## config.mk

```make
export PLATFORM = sky130hd
export DESIGN_NAME = uart_tx_ctrl
export DESIGN_NICKNAME = d
export VERILOG_FILES = /design/src/rtl/uart_pkg.sv /design/src/rtl/uart_tx_fifo.sv /design/src/rtl/uart_tx_ctrl.sv
export SDC_FILE = /design/constraint.sdc
export NUM_CORES = 1
export LEC_CHECK = 0
export ABC_AREA = 1
export CAP_MARGIN = 20
export CORE_MARGIN = 2
export CORE_UTILIZATION = 25
export CTS_CLUSTER_SIZE = 25
export DETAILED_ROUTE_END_ITERATION = 7
export PLACE_DENSITY_LB_ADDON = 0.08
export RECOVER_POWER = 25
export SYNTH_ARGS = -nofsm -noshare
export SYNTH_HDL_FRONTEND = slang
export SYNTH_SLANG_ARGS = --single-unit
```

## constraint.sdc

```tcl
create_clock -name clk -period 3.8 [get_ports clk]
set_clock_uncertainty 0.05 [all_clocks]
set_input_delay 0.38 -clock clk [delete_from_list [all_inputs] [get_ports clk]]
set_output_delay 0.38 -clock clk [all_outputs]
set_load 0.02 [all_outputs]
```

## src/rtl/uart_pkg.sv

```systemverilog
// Shared definitions for the monitor UART transmit path: FSM state encoding and frame constants.
package uart_pkg;

  typedef enum logic [2:0] {
    ST_IDLE   = 3'd0,
    ST_START  = 3'd1,
    ST_DATA   = 3'd2,
    ST_PARITY = 3'd3,
    ST_STOP   = 3'd4
  } uart_state_t;

  localparam int         UART_DBITS    = 8;
  localparam logic [2:0] UART_BIT_LAST = 3'd7;

endpackage

```

## src/rtl/uart_tx_fifo.sv

```systemverilog
// Synchronous byte FIFO with wrap-bit pointers; writes on full and reads on empty are ignored.
module uart_tx_fifo #(
  parameter int DEPTH = 4,
  parameter int AW    = 2
) (
  input  logic       clk,
  input  logic       rst,
  input  logic       wr,
  input  logic       rd,
  input  logic [7:0] din,
  output logic [7:0] dout,
  output logic       full,
  output logic       empty
);

  logic [7:0] mem [DEPTH];
  logic [AW:0] wptr;
  logic [AW:0] rptr;
  logic        wr_ok;
  logic        rd_ok;

  assign full  = (wptr[AW] != rptr[AW]) && (wptr[AW-1:0] == rptr[AW-1:0]);
  assign empty = (wptr == rptr);
  assign wr_ok = wr && !full;
  assign rd_ok = rd && !empty;
  assign dout  = mem[rptr[AW-1:0]];

  always_ff @(posedge clk or posedge rst) begin
    if (rst) begin
      wptr <= '0;
      rptr <= '0;
    end else begin
      if (wr_ok) wptr <= wptr + 1'b1;
      if (rd_ok) rptr <= rptr + 1'b1;
    end
  end

  // Storage needs no reset: contents are meaningless once the pointers are cleared.
  always_ff @(posedge clk) begin
    if (wr_ok) mem[wptr[AW-1:0]] <= din;
  end

endmodule

```

## src/rtl/uart_tx_ctrl.sv

```systemverilog
// UART transmitter: FIFO-buffered bytes serialised as 8N1 frames paced by the shared baud timer.
// Define UART_TX_PARITY_EN to add an even-parity bit (8E1, 11 bit periods per frame).
module uart_tx_ctrl
  import uart_pkg::*;
#(
  parameter int FIFO_DEPTH = 4,
  parameter int FIFO_AW    = 2
) (
  input  logic       clk,
  input  logic       rst,
  input  logic       tx_wr,
  input  logic [7:0] tx_wdata,
  output logic       tx_full,
  output logic       tx_empty,
  output logic       tx_busy,
  output logic       tx_ovf,
  input  logic       tx_ovf_clr,
  output logic       uart_tm_en,
  input  logic       uart_tm_ov,
  output logic       txd
);

  uart_state_t           state, state_n;
  logic [UART_DBITS-1:0] shreg, shreg_n;
  logic [2:0]            bit_cnt, bit_cnt_n;
  logic                  txd_n;
  logic                  tm_en_n;
  logic                  pop;
  logic [7:0]            fifo_dout;
`ifdef UART_TX_PARITY_EN
  logic                  par, par_n;
`endif

  uart_tx_fifo #(
    .DEPTH (FIFO_DEPTH),
    .AW    (FIFO_AW)
  ) u_fifo (
    .clk   (clk),
    .rst   (rst),
    .wr    (tx_wr),
    .rd    (pop),
    .din   (tx_wdata),
    .dout  (fifo_dout),
    .full  (tx_full),
    .empty (tx_empty)
  );

  assign tx_busy = (state != ST_IDLE);

  always_comb begin
    state_n   = state;
    shreg_n   = shreg;
    bit_cnt_n = bit_cnt;
    txd_n     = txd;
    tm_en_n   = uart_tm_en;
    pop       = 1'b0;
`ifdef UART_TX_PARITY_EN
    par_n     = par;
`endif
    case (state)
      ST_IDLE: begin
        if (!tx_empty) begin
          pop     = 1'b1;
          shreg_n = fifo_dout;
          txd_n   = 1'b0;
          tm_en_n = 1'b1;
          state_n = ST_START;
        end
      end
      ST_START: begin
        if (uart_tm_ov) begin
          txd_n     = shreg[0];
          bit_cnt_n = '0;
`ifdef UART_TX_PARITY_EN
          par_n     = shreg[0];
`endif
          state_n   = ST_DATA;
        end
      end
      ST_DATA: begin
        if (uart_tm_ov) begin
          if (bit_cnt == UART_BIT_LAST) begin
`ifdef UART_TX_PARITY_EN
            txd_n   = par;
            state_n = ST_PARITY;
`else
            txd_n   = 1'b1;
            state_n = ST_STOP;
`endif
          end else begin
            shreg_n   = shreg >> 1;
            txd_n     = shreg[1];
            bit_cnt_n = bit_cnt + 3'd1;
`ifdef UART_TX_PARITY_EN
            par_n     = par ^ shreg[1];
`endif
          end
        end
      end
`ifdef UART_TX_PARITY_EN
      ST_PARITY: begin
        if (uart_tm_ov) begin
          txd_n   = 1'b1;
          state_n = ST_STOP;
        end
      end
`endif
      ST_STOP: begin
        // Chain straight into the next start bit so queued frames have no idle gap.
        if (uart_tm_ov) begin
          if (!tx_empty) begin
            pop     = 1'b1;
            shreg_n = fifo_dout;
            txd_n   = 1'b0;
            state_n = ST_START;
          end else begin
            txd_n   = 1'b1;
            tm_en_n = 1'b0;
            state_n = ST_IDLE;
          end
        end
      end
      default: begin
        txd_n   = 1'b1;
        tm_en_n = 1'b0;
        state_n = ST_IDLE;
      end
    endcase
  end

  always_ff @(posedge clk or posedge rst) begin
    if (rst) begin
      state      <= ST_IDLE;
      shreg      <= '0;
      bit_cnt    <= '0;
      txd        <= 1'b1;
      uart_tm_en <= 1'b0;
`ifdef UART_TX_PARITY_EN
      par        <= 1'b0;
`endif
    end else begin
      state      <= state_n;
      shreg      <= shreg_n;
      bit_cnt    <= bit_cnt_n;
      txd        <= txd_n;
      uart_tm_en <= tm_en_n;
`ifdef UART_TX_PARITY_EN
      par        <= par_n;
`endif
    end
  end

  always_ff @(posedge clk or posedge rst) begin
    if (rst) begin
      tx_ovf <= 1'b0;
    end else if (tx_wr && tx_full) begin
      tx_ovf <= 1'b1;
    end else if (tx_ovf_clr) begin
      tx_ovf <= 1'b0;
    end
  end

endmodule

```

==> impl_metrics.tcl, run 1 <==
set metrics [dict create \
    status "finished clean" \
    rr_worst_depth 7 \
    die_w_um 106 \
    overflow 0 \
    ys_ff_latch 55 \
    fillCellCount 1079 \
    report.final.slew_viol_count 0 \
    cts_buffers 5 \
    start_kind "flop" \
    io_pins 19 \
    setup_viol 0 \
    ant_nets 0 \
    fp.dieArea_um2 11200 \
    post_cts_hold_buffer_count 0 \
    yosysTopAreaCellShare 0.369 \
    clock-root-buffer "clkbuf_8" \
    drt_iter0_drc 82 \
    seq_area_frac_synth 0.591 \
    vias_per_cell 4.13 \
    place_inst 409 \
    worstSetupEndpointType "output pin" \
    die_h_um 106 \
    path_cells "inv_6 -> nand2_1 -> nand2_1 -> nor2_1 -> nand2_1 -> inv_1 -> clkdlybuf4s50_1" \
    path_class "flop to output pin" \
    power_density_nw_per_um2 792 \
    slew_headroom 0.516 \
    post-route-min-period_ps 2810 \
    area_growth_syn_to_layout_pct 15.4 \
    layout-drive-gt1-share 0.0957 \
    seq_area_um2 1540 \
    synth.area.top_cells "edfxtp_1, dfrtp_1, nand2_1, nand3_1, inv_1" \
    stdcell_count 418 \
    mappedNetlistNets 281 \
    hold_class "input pin to asynchronous set/reset pin" \
    cts_resized 0 \
    grt_usage 0.102 \
    htreeDepth 2 \
    gp_congestion 0.698 \
    synth.cell_area_um2 2600 \
    maxCapViolations 0 \
    ys_warn_count 0 \
    cts.clk_slew.worst_paths_ps 110 \
    yosysTopAreaCell "edfxtp_1" \
    antennaDiodeCount 0 \
    hold_violations 0 \
    synth_cells 261 \
    place_hpwl_um 3820 \
    initial_core_util 0.254 \
    dr.pass1.iters 4 \
    worstMarginPinSlew_ps 726 \
    crit_buf_inv 3 \
    crit_path_top_delay_cell "dfrtp_1" \
    cts_sinks 55 \
    path_max_fanout 20 \
    cts_tree "done" \
    routedWlPerCell_um 12.9 \
    power_mw 2.38 \
    worstSetupPathDepth 7 \
    tns_ps 0 \
    crit_family "buffers and inverters" \
    clk_latency_ps 310 \
    grt_pass1_wl_um 8870 \
    grt_max_degree 24 \
    wl_um 5390 \
    finalCritPeriodShare 0.739 \
    antenna_found_initial 0 \
    io_buffers 18 \
    leakage_nw 1.28 \
    cpMostUsedCell "nand2_1" \
    multi_input_area_um2 873 \
    coreArea_um2 10200 \
    cp_data_required_time_ps 3370 \
    first_global_vias 1731 \
    vias 1726 \
    worst_ep_arrival_time_ps 2380 \
    drc_errors 0 \
    synth_cell_types 26 \
    num-nets-final 301 \
    clockBufferDepth 2 \
    fmax_mhz 356 \
    synth_area_per_cell_um2 9.97 \
    max_stage_delay_ps 820 \
    rsz0062_at_grt "false" \
    peakVddDrop_uv 207 \
    num_rows 37 \
    cts_setup_buffers 0 \
]
## power by group
part           internal (mW)  leakage [nW]  total [mW]  switching, mW
Combinational          0.387         0.661        1.06          0.670
Sequential             0.835         0.575       0.978          0.144
Clock                  0.134        0.0477       0.342          0.208
Total                   1.36          1.28        2.38           1.02
## path summary, 6_finish.rpt
path | start | endpoint | slack, ps
min in group clk | txd | txd | 430
min | rst | uart_tm_en | 360
max in group asynchronous | rst | u_fifo.wptr[1] | 2860
max reg2reg | u_fifo.rptr[0] | u_fifo.mem[0][6] | 1480
max | u_fifo.rptr[0] | tx_full | 990
min reg2reg | txd | txd | 430
## metal layers
layer  track usage  wire length [µm]  up-vias
met5             0                 0        -
met4        0.0338                70        0
met3        0.0215               147        8
met2         0.153              2330       25
met1         0.145              2840      807
li1              -                 -      886
## layout make-up
class,count,share of cell area
tap,136,0.0567
clock buffer,5,0.0229
sequential,55,0.512
timing repair buffer,19,0.0650
multi-input combinational,166,0.291
inverter,34,0.0442
clock inverter,3,0.00792
## cells in the final DEF (no fill, tap or decap), drive strengths merged, types with 6 or more instances in the layout
master	count
inv	35
nand2	79
o21ai	21
nand3	28
clkdlybuf4s50	10
nor2	17
a21oi	6
ha	7
edfxtp	32
dfrtp	22
dlygate4sd3	8
## cells in the mapped netlist
library cell  count
a21oi_1           6
a31o_2            1
buf_12            1
buf_2             3
buf_6             2
dfrtp_1          22
dfstp_2           1
edfxtp_1         32
ha_1              7
inv_1            31
inv_2             2
inv_6             1
nand2_1          77
nand2_2           1
nand2_4           1
nand3_1          24
nand3_2           1
nand3_4           3
nand4_1           1
nor2_1           16
nor2_2            1
o21ai_0          15
o21ai_2           6
o22ai_1           1
xnor2_2           1
xor2_1            4
## kinds of logic (layout without fill, tap and decap cells)
kind of cell             count (synthesis)  in the layout  share of synthesized area
flip-flops                              55             55                      0.591
adder cells (fa/ha/maj)                  7              7                     0.0337
AO/OA/AOI/OAI                           29             29                     0.0664
AND/OR/NAND/NOR                        125            125                      0.216
buffers and inverters                   40             61                     0.0731
XOR/XNOR                                 5              5                     0.0197
## sequential cells by signal, summed over array words and instances, names as in the netlist
signal       cells
bit_cnt          3
shreg            8
state            3
tx_ovf           1
txd              1
u_fifo.mem      32
u_fifo.rptr      3
u_fifo.wptr      3
uart_tm_en       1
## per-stage QoR
step	utilization	setup slack [ps]	hold slack (ps)	cell area (µm²)
after global routing	0.293	796	411	3000
after global placement	0.283	1370	408	2890
after floorplan	-	2100	331	2600
after detailed placement	0.283	1340	409	2890
final	0.293	990	357	3000
after CTS	0.292	967	427	2990
No activity file was read; power rests on OpenSTA's default activity.
==> inputs of run 2 (changes only) <==
==> constraint.sdc (replaced) <==
create_clock -name clk -period 2.7 [get_ports clk]
set_clock_uncertainty 0.05 [all_clocks]
set_input_delay 0.27 -clock clk [delete_from_list [all_inputs] [get_ports clk]]
set_output_delay 0.27 -clock clk [all_outputs]
set_load 0.02 [all_outputs]
==> run 2 against run 1 <==
  * Worst setup slack got worse by 720 ps
  * Routed wire length down 0.54%
  * Sequential share of layout area decreased by 0.51 points
  * Non-clock buffer count is 2 higher
  * Critical endpoint unchanged
  * Flip-flop and latch count is the same
  * Hold slack improved by 66 ps
  * Cell count up 0.48%
  * Critical path type unchanged
  * Global-route usage rose by 0.33 points
==> impl_metrics.tcl, run 2 (synthesis gave the netlist of run 1 again) <==
set metrics [dict create \
    io_buffers 18 \
    r2r_slack_ps 560 \
    worstMarginPinSlew_ps 1400 \
    place_inst 412 \
    peakVddDrop_uv 308 \
    holdPathEnd "txd" \
    coreArea_um2 10200 \
    dr.pass1.iters 4 \
    stdcell_count 420 \
    num_rows 37 \
    initial_core_util 0.254 \
    r2r-end "u_fifo.mem[2][2]" \
    fp.dieArea_um2 11200 \
    cp_data_required_time_ps 2380 \
    finalCritPeriodShare 0.898 \
    drc_errors 0 \
    slew_headroom 0.0693 \
    post-route-min-period_ps 2430 \
    report.final.slew_viol_count 0 \
    status "finished clean" \
    ant_nets 0 \
    holdPathStages 2 \
    leakage_nw 1.30 \
    hold_violations 0 \
    die_w_um 106 \
    drt_iter0_drc 25 \
    path_max_fanout 10 \
    cts_sinks 55 \
    maxCapViolations 0 \
    grt_pass1_wl_um 9000 \
    worst_ep_arrival_time_ps 2110 \
    overflow 0 \
    power_mw 3.49 \
    cts_tree "done" \
    first_global_vias 1728 \
    worst_slack_ps 275 \
    routedWlPerCell_um 12.8 \
    htreeDepth 2 \
    area_growth_syn_to_layout_pct 16.5 \
    vias_per_cell 4.03 \
    pre_cts_ws_ps 500 \
    fmax_mhz 412 \
    rr_worst_depth 7 \
    start_kind "flop" \
    grt_usage 0.105 \
    cts_buffers 5 \
    final_cell_mix "nand2_1, edfxtp_1, inv_1" \
    vias 1691 \
    wl_um 5360 \
    rr_startpoint "u_fifo.rptr[1]" \
    gp_congestion 0.758 \
    antenna_found_initial 0 \
    min_from "txd" \
    largest_reg_flops 32 \
    clk_latency_ps 320 \
    hold_class "flop to flop" \
    place_hpwl_um 3780 \
    cts_setup_buffers 0 \
    io_pins 19 \
    setup_viol 0 \
    post_cts_hold_buffer_count 0 \
    antennaDiodeCount 0 \
    worstSetupEndpointType "output pin" \
    die_h_um 106 \
    cts_resized 0 \
    grt_max_degree 24 \
    cts.clk_slew.worst_paths_ps 120 \
    clockBufferDepth 2 \
    power_density_nw_per_um2 1150 \
    clock-root-buffer "clkbuf_8" \
    tns_ps 0 \
    rsz0062_at_grt "false" \
    worstSetupStartpoint "u_fifo.rptr[1]" \
    num-nets-final 303 \
    final_common_cell "nand2_1" \
    path_class "flop to output pin" \
    layout-drive-gt1-share 0.102 \
]
## run 2: metrics by stage
step | instance area [µm²] | hold WS, ps | utilization
5_1_grt | 3030 | 429 | 0.296
6_report | 3030 | 422 | 0.296
4_1_cts | 3040 | 264 | 0.297
3_5_place_dp | 2920 | 410 | 0.285
3_3_place_gp | 2920 | 407 | 0.285
2_1_floorplan | 2600 | 221 | -
## run 2: routing by layer
metal | vias up | wire length [µm] | track usage | share of wire
met5 | - | 0 | 0 | 0
met3 | 8 | 153 | 0.0227 | 0.029
met1 | 768 | 2720 | 0.141 | 0.51
li1 | 893 | - | - | -
met2 | 22 | 2400 | 0.165 | 0.45
met4 | 0 | 83 | 0.0395 | 0.015
## run 2: worst max-delay path by stage
stage / to / slack [ps] / depth (start not counted)
final: tx_full / 270 / 7
after global routing: tx_full / 80 / 7
after CTS: tx_full / 240 / 7
after detailed placement: u_fifo.mem[2][7] / 500 / 7
after global placement: u_fifo.mem[0][6] / 590 / 7
after floorplan: u_fifo.mem[0][0] / 1000 / 8
## run 2: layout make-up
type	count	area (µm²)
fill	1077	7200
clock inverter	3	50.0
tap	136	170
timing repair buffer	21	199
clock buffer	5	68.8
inverter	34	133
sequential	55	1540
multi-input combinational	166	873
## run 2: where the power goes
group          internal [mW]  switching [mW]
clock network          0.287           0.308
registers               1.17           0.147
logic                  0.564            1.01
## run 2: worst max-delay path, cell delays in order (launching register included)
cell and delay (ps):
dfrtp_1 530, inv_2 160, nand2_1 90, nand2_1 50, nor2_1 150, nand2_1 100, inv_1 90, clkdlybuf4s50_1 610
